--- config.mk ---
export PLATFORM = sky130hd
export DESIGN_NAME = dreg_file
export DESIGN_NICKNAME = d
export VERILOG_FILES = /design/src/rtl/dreg_pkg.sv /design/src/rtl/dreg_read_port.sv /design/src/rtl/dreg_file.sv
export SDC_FILE = /design/constraint.sdc
export NUM_CORES = 1
export LEC_CHECK = 0
export CORE_MARGIN = 5
export CORE_UTILIZATION = 55
export CTS_BUF_LIST = sky130_fd_sc_hd__clkbuf_2 sky130_fd_sc_hd__clkbuf_4 sky130_fd_sc_hd__clkbuf_8
export CTS_CLUSTER_DIAMETER = 50
export DETAILED_ROUTE_END_ITERATION = 10
export GPL_ROUTABILITY_DRIVEN = 0
export PLACE_DENSITY = 0.79
export REMOVE_ABC_BUFFERS = 1
export SYNTH_ARGS = -nofsm -noshare
export SYNTH_HDL_FRONTEND = slang
export SYNTH_SLANG_ARGS = --single-unit
--- constraint.sdc ---
create_clock -name clk -period 3.8 [get_ports clk]
set_input_delay 0.57 -clock clk [delete_from_list [all_inputs] [get_ports clk]]
set_output_delay 0.57 -clock clk [all_outputs]
set_load 0.03 [all_outputs]
--- src/rtl/dreg_pkg.sv ---
// Shared constants and helpers for the D-register bank.
package dreg_pkg;

  localparam int unsigned DefWidth = 8;
  localparam int unsigned DefDepth = 4;

  // Ceiling log2; callers pass n >= 2 so the result is at least 1.
  function automatic int unsigned clog2(input int unsigned n);
    int unsigned r;
    r = 0;
    while ((64'd1 << r) < 64'(n)) begin
      r++;
    end
    return r;
  endfunction

endpackage

--- src/rtl/dreg_read_port.sv ---
// One registered read port: address range check, write bypass mux and output register.
module dreg_read_port
  import dreg_pkg::*;
#(
  parameter int unsigned WIDTH  = DefWidth,
  parameter int unsigned DEPTH  = DefDepth,
  parameter int unsigned BYPASS = 1,
  parameter int unsigned AW     = clog2(DefDepth)
) (
  input  logic                        clk_i,
  input  logic                        rst_ni,
  input  logic                        clr_i,
  input  logic                        we_i,
  input  logic [AW-1:0]               waddr_i,
  input  logic [WIDTH-1:0]            wdata_i,
  input  logic [DEPTH-1:0][WIDTH-1:0] mem_i,
  input  logic [DEPTH-1:0]            valid_i,
  input  logic                        re_i,
  input  logic [AW-1:0]               raddr_i,
  output logic [WIDTH-1:0]            rdata_o,
  output logic                        rvalid_o
);

  logic [WIDTH-1:0] rdata_q, rdata_d;
  logic             rvalid_q, rvalid_d;
  logic [WIDTH-1:0] sel_data;
  logic             sel_valid;
  logic             in_range;
  logic             hit;

  // Decoded mux; an address past the last entry matches nothing and flags out-of-range.
  always_comb begin
    sel_data  = '0;
    sel_valid = 1'b0;
    in_range  = 1'b0;
    for (int unsigned i = 0; i < DEPTH; i++) begin
      if (raddr_i == AW'(i)) begin
        sel_data  = mem_i[i];
        sel_valid = valid_i[i];
        in_range  = 1'b1;
      end
    end
  end

  assign hit = we_i && (waddr_i == raddr_i);

  always_comb begin
    rdata_d  = rdata_q;
    rvalid_d = rvalid_q;
    if (re_i) begin
      if (!in_range) begin
        rdata_d  = '0;
        rvalid_d = 1'b0;
      end else if (clr_i) begin
        // With bypass the read sees the post-clear state; without it, the old content.
        if (BYPASS != 0) begin
          rdata_d  = '0;
          rvalid_d = 1'b0;
        end else begin
          rdata_d  = sel_data;
          rvalid_d = sel_valid;
        end
      end else if ((BYPASS != 0) && hit) begin
        rdata_d  = wdata_i;
        rvalid_d = 1'b1;
      end else begin
        rdata_d  = sel_data;
        rvalid_d = sel_valid;
      end
    end
  end

  always_ff @(posedge clk_i or negedge rst_ni) begin
    if (!rst_ni) begin
      rdata_q  <= '0;
      rvalid_q <= 1'b0;
    end else begin
      rdata_q  <= rdata_d;
      rvalid_q <= rvalid_d;
    end
  end

  assign rdata_o  = rdata_q;
  assign rvalid_o = rvalid_q;

endmodule

--- src/rtl/dreg_file.sv ---
// Bank of DEPTH x WIDTH D registers with per-entry valid bits, one write port,
// synchronous clear-all and two registered read ports.
module dreg_file
  import dreg_pkg::*;
#(
  parameter int unsigned WIDTH  = DefWidth,
  parameter int unsigned DEPTH  = DefDepth,
  parameter int unsigned BYPASS = 1,
  localparam int unsigned AW    = clog2(DEPTH)
) (
  input  logic             clk,
  input  logic             rst_n,
  input  logic             clr,
  input  logic             we,
  input  logic [AW-1:0]    waddr,
  input  logic [WIDTH-1:0] wdata,
  input  logic             re0,
  input  logic [AW-1:0]    raddr0,
  output logic [WIDTH-1:0] rdata0,
  output logic             rvalid0,
  input  logic             re1,
  input  logic [AW-1:0]    raddr1,
  output logic [WIDTH-1:0] rdata1,
  output logic             rvalid1
);

  logic [DEPTH-1:0][WIDTH-1:0] mem_q;
  logic [DEPTH-1:0]            valid_q;
  logic [DEPTH-1:0]            wr_sel;

  // Out-of-range write addresses decode to no entry, so they are dropped.
  always_comb begin
    wr_sel = '0;
    for (int unsigned i = 0; i < DEPTH; i++) begin
      wr_sel[i] = we && (waddr == AW'(i));
    end
  end

  always_ff @(posedge clk or negedge rst_n) begin
    if (!rst_n) begin
      mem_q   <= '0;
      valid_q <= '0;
    end else if (clr) begin
      mem_q   <= '0;
      valid_q <= '0;
    end else begin
      for (int unsigned i = 0; i < DEPTH; i++) begin
        if (wr_sel[i]) begin
          mem_q[i]   <= wdata;
          valid_q[i] <= 1'b1;
        end
      end
    end
  end

  dreg_read_port #(
    .WIDTH (WIDTH),
    .DEPTH (DEPTH),
    .BYPASS(BYPASS),
    .AW    (AW)
  ) u_rd0 (
    .clk_i   (clk),
    .rst_ni  (rst_n),
    .clr_i   (clr),
    .we_i    (we),
    .waddr_i (waddr),
    .wdata_i (wdata),
    .mem_i   (mem_q),
    .valid_i (valid_q),
    .re_i    (re0),
    .raddr_i (raddr0),
    .rdata_o (rdata0),
    .rvalid_o(rvalid0)
  );

  dreg_read_port #(
    .WIDTH (WIDTH),
    .DEPTH (DEPTH),
    .BYPASS(BYPASS),
    .AW    (AW)
  ) u_rd1 (
    .clk_i   (clk),
    .rst_ni  (rst_n),
    .clr_i   (clr),
    .we_i    (we),
    .waddr_i (waddr),
    .wdata_i (wdata),
    .mem_i   (mem_q),
    .valid_i (valid_q),
    .re_i    (re1),
    .raddr_i (raddr1),
    .rdata_o (rdata1),
    .rvalid_o(rvalid1)
  );

endmodule

==> results of run 1 <==
==> area by class of cell <==
| type | instances | area share |
|---|---|---|
| multi-input combinational | 180 | 0.432 |
| sequential | 54 | 0.394 |
| timing repair buffer | 41 | 0.115 |
| tap | 70 | 0.0255 |
| clock buffer | 6 | 0.0241 |
| inverter | 5 | 0.00547 |
| clock inverter | 2 | 0.00365 |
==> state kept, by name (all words and copies together) (netlist names) <==
register        cells
mem_q              32
u_rd0.rdata_o       8
u_rd1.rdata_o       8
valid_q             4
u_rd0.rvalid_o      1
u_rd1.rvalid_o      1
==> layer usage <==
layer	GRT usage	up-vias	routed length [µm]
met5	0	-	0
met4	0.0673	0	66
met3	0.0494	6	493
met2	0.351	84	3590
met1	0.276	1120	2950
li1	-	1017	-
==> kinds of logic after synthesis <==
family | Yosys count | synth area share
XOR/XNOR | 8 | 0.0312
flip-flops | 54 | 0.455
AO/OA/AOI/OAI | 48 | 0.120
multiplexers | 42 | 0.217
buffers and inverters | 26 | 0.0467
AND/OR/NAND/NOR | 82 | 0.130
==> metrics by stage <==
step	utilization	setup WS, ns
3_3_place_gp	0.645	1.14
2_1_floorplan	-	1.83
6_report	0.663	1.45
5_1_grt	0.663	1.35
4_1_cts	0.663	1.42
3_5_place_dp	0.645	1.08
==> power breakdown <==
group | leakage (µW) | total [µW] | internal (µW) | switching, µW
Combinational | 0.000656 | 220 | 90.9 | 129
Clock | 0.0000472 | 336 | 147 | 189
Sequential | 0.000741 | 616 | 598 | 17.4
Total | 0.00144 | 1170 | 836 | 336
==> worst paths after layout <==
check,start,to,slack (ns),cells after the start
max,raddr0[0],u_rd0.rvalid_o,1.45,4
min,rst_n,valid_q[1],0.23,1
max reg2reg,valid_q[0],u_rd1.rvalid_o,2.42,3
min reg2reg,u_rd1.rdata_o[5],u_rd1.rdata_o[5],0.51,2
max in group asynchronous,rst_n,mem_q[22],2.76,2
min in group clk,u_rd1.rdata_o[5],u_rd1.rdata_o[5],0.51,2
==> worst register-to-register path, stage by stage (launching register included) <==
cell     delay (ns)
dfrtp_1        0.43
mux4_2         0.48
a31o_1         0.20
a22o_1         0.19
==> cells in the final DEF (no fill, tap or decap) <==
master and count:
dfrtp_1 54, clkdlybuf4s50_1 36, nand2_1 30, nor2_1 28
mux2i_1 24, mux4_2 18, nand3b_1 16, o311ai_1 14
o211ai_1 14, a21oi_1 10, clkbuf_8 6, buf_4 4
nand3_1 3, xnor2_1 3, clkinv_1 2, a31oi_1 2
xor2_1 2, xor2_2 2, nor2b_1 2, o31ai_1 2
o2bb2ai_1 2, inv_1 2, a31o_1 2, a22o_1 2
and3_1 1, nor3b_1 1, xnor2_2 1, nand2b_1 1
inv_2 1, clkinv_2 1, clkinvlp_4 1, buf_2 1
==> metrics.csv, run 1 <==
metric;value;unit
run_status;finished clean;
synth.top_cell.area_share;0.455;
critPathMaxStageDelay;1.00;ns
timing.final.setup_violations;0;
num_vias;2227;
avgViaCountPerCell;6.22;
ctsHtreeMaxLevel;2;
finalClockSkew;0.00610;ns
async_reset_ff_frac;1.00;
synth_top_flop_cell;dfrtp_1;
leakage_power_of_the_design;0.00144;µW
netlist_top_cells_area;dfrtp_1 (45%), mux4_2 (14%), mux2i_1 (8.1%);
io_buffers;37;
floorplan.die.width;83.5;µm
floorplan.die_area;6970;µm²
path_delay_family;buffers and inverters;
cp_max_fo;11;
avgSynthCellArea;11.4;µm²
cts_hold_buffers;0;
detailed_placer_s_ending_hpwl;5040;µm
drt_pre_antenna_iters;5;
slew_violations;0;
report.final.hold_viol_count;0;
number_of_global_route_vias_before_repair;2262;
drt-initial-drc-count;200;
cts-root-buf;clkbuf_8;
synth_cell_types;31;
crit_arrival;2.56;ns
multiInputGateArea;1480;µm²
diodes;0;
clk_path_buf_depth;2;
finalPower;1170;µW
filler_free_cell_count_of_the_finished_design;358;
clkSlewWorstSetupHoldPaths;0.09;ns
layout-drive-gt1-share;0.122;
timing.hold.worst.class;input port to async pin;
core;5170;µm²
crit_slowest_cell;clkdlybuf4s50_1;
final.fill_count;400;
numCtsBuffers;5;
syn-instance-count;260;
path_cells;clkdlybuf4s50_1 > mux4_2 > a31o_1 > a22o_1;
synth_sequential_area_ratio;0.455;
antenna_found_initial;0;
p_per_area;342;nW/µm²
post-route-period-util;0.618;
fp-row-count;26;
setup.worst_path.start_class;input port;
most_used_standard_cells_in_the_synthesized_netlist;dfrtp_1 (54), nand2_1 (30), nor2_1 (28);
ys_seq_elements;54;
register_area;1350;µm²
route.final.wire_length;7090;µm
synth_edf_count;0;
floorplan.initialDensity;0.575;
clock_network_latency_to_the_later_pin_of_the_worst_skew_pair;0.31;ns
ios;38;
wl_per_cell;19.8;µm
rsz0062_at_grt;no;
setup.worst_path.end_class;flop;
max_cap_viol_count;0;
final_area;3430;µm²
tightestPinTransition;0.812;ns
tritoncts_clock_tree;built;
drt_drc_violations_left;0;
dieHeight;83.5;µm
design.final.nets;307;
holdWs;0.227;ns
critical_path.n_buffers_inverters;1;
grt_pass1_wl;11800;µm
placedInstanceArea;3330;µm²
post-cts-setup-buffers;0;
largest_net_degree_at_the_start_of_global_routing;43;
syn_area;2970;µm²
yosysWarningCount;0;
timing_worst_setup_path_type;input port to flop;
synth_most_common_cell;dfrtp_1;
crit_required;4.01;ns
drt.antenna.violating_nets;0;
timing.max_slew.rel_slack;0.457;
synth_largest_area_cell;dfrtp_1;
growth_of_design_area_from_synthesis_to_finish;15.4;%
dp_cells;350;
gr-total-overflow;0;
cts-resized-gates;0;
max-vdd-ir-drop;0.185;mV
min_period;2.35;ns
clock-sinks;54;
clock.fmax;0.426;GHz
grt_use_total;0.212;
setup_total_negative_slack;0;ns
(Power assumes the default switching activity.)
==> run 2, diff against run 1 <==
Clock period 3.8 ns to 2.32 ns, I/O delays scaled along.
==> metrics.csv, run 2 (same netlist as run 1, synthesis figures left out) <==
metric;value;unit
timing_worst_setup_path_type;input port to flop;
finalClockSkew;0.00437;ns
growth_of_design_area_from_synthesis_to_finish;18.1;%
pre_cts_slack;0.239;ns
setup.reg_to_reg.worst_slack;0.94;ns
wl_per_cell;17.8;µm
grt_pass1_wl;11500;µm
cts_hold_buffers;0;
diodes;0;
max_cap_viol_count;0;
layout-drive-gt1-share;0.148;
avgViaCountPerCell;6.02;
cts-resized-gates;0;
max-vdd-ir-drop;0.324;mV
p_per_area;549;nW/µm²
drt_pre_antenna_iters;4;
dieHeight;83.5;µm
cts-root-buf;clkbuf_8;
ios;38;
r2r-end;u_rd1.rvalid_o;
clk_path_buf_depth;2;
final.fill_count;372;
clkSlewWorstSetupHoldPaths;0.09;ns
route.final.wire_length;6540;µm
floorplan.die_area;6970;µm²
cp_max_fo;9;
num_vias;2208;
io_buffers;37;
ctsHtreeMaxLevel;2;
largest_net_degree_at_the_start_of_global_routing;29;
postLayoutSetupSlackWorst;0.577;ns
layout.cells.most_common;dfrtp_1;
drt-initial-drc-count;170;
largest-register;mem_q;
top_library_cells_by_usage_in_the_layout_fill_and_taps_aside;dfrtp_1 (54), clkdlybuf4s50_1 (36), nand2_1 (30);
floorplan.initialDensity;0.575;
setup.worst_path.start_class;input port;
antenna_found_initial;0;
core;5170;µm²
number_of_global_route_vias_before_repair;2257;
finalPower;1930;µW
rr_worst_depth;3;
run_status;finished clean;
tritoncts_clock_tree;built;
timing.hold.worst.class;input port to async pin;
utilization;0.679;
clock_network_latency_to_the_later_pin_of_the_worst_skew_pair;0.30;ns
critical_path.reg2reg.startpoint;valid_q[3];
min_period;1.74;ns
post-route-period-util;0.751;
largest_register_ffs;32;
report.final.hold_viol_count;0;
drt.antenna.violating_nets;0;
numCtsBuffers;5;
setup_total_negative_slack;0;ns
tightestPinTransition;0.634;ns
gr-total-overflow;0;
setup.worst_path.end_class;flop;
fp-row-count;26;
leakage_power_of_the_design;0.00150;µW
detailed_placer_s_ending_hpwl;5000;µm
slew_violations;0;
design.final.nets;316;
floorplan.die.width;83.5;µm
timing.final.setup_violations;0;
timing.max_slew.rel_slack;0.577;
clock-sinks;54;
rsz0062_at_grt;no;
post-cts-setup-buffers;0;
grt_use_total;0.203;
clock.fmax;0.574;GHz
crit_arrival;1.94;ns
crit_required;2.51;ns
drt_drc_violations_left;0;
run 2: changes by cell type in the layout (fill, tap and decap cells not counted):
| cell | change |
|---|---|
| clkbuf_4 | +1 |
| buf_12 | +1 |
| buf_4 | +8 |
| clkinvlp_4 | -1 |
run 2: worst max path at each step:
stage                     cells past startpoint      start               end
final                                         4   waddr[0]         mem_q[16]
after CTS                                     4         we         mem_q[16]
after detailed placement                      4         we         mem_q[16]
after global placement                        5  raddr1[0]  u_rd1.rdata_o[6]
after global routing                          4         we         mem_q[16]
after floorplan                               3   waddr[0]          mem_q[0]
run 2: layout make-up:
cell class,instances,area [µm²],area share
Tap cell,70,87.6,0.0250
Sequential cell,54,1350,0.385
Inverter,5,18.8,0.00535
Timing Repair Buffer,50,475,0.135
Multi-Input combinational cell,180,1480,0.422
Clock inverter,1,5.00,0.00143
Clock buffer,7,90.1,0.0257
run 2: per-layer routing:
| layer | global-route usage | vias to the layer above | wire length [µm] |
|---|---|---|---|
| li1 | - | 1036 | - |
| met1 | 0.299 | 1099 | 2970 |
| met2 | 0.309 | 65 | 3120 |
| met3 | 0.0355 | 8 | 353 |
| met4 | 0.0629 | 0 | 101 |
| met5 | 0 | - | 0 |
run 2: through the flow:
step           std cells  hold WS [ns]  cell area, µm²
2_1_floorplan        239        0.0524            2850
5_1_grt              367         0.102            3510
6_report             367        0.0512            3510
4_1_cts              367        0.0650            3510
3_3_place_gp         359         0.405            3410
3_5_place_dp         359         0.400            3410
run 2: power by group:
group          switching (µW)  internal (µW)
combinational             211            162
clock                     296            253
sequential               26.3            980
total                     534           1390
run 2: worst max-delay path, stage by stage:
cell             delay [ns]
clkdlybuf4s50_1        0.63
nand3b_1               0.59
mux2i_1                0.30
nor2_1                 0.06
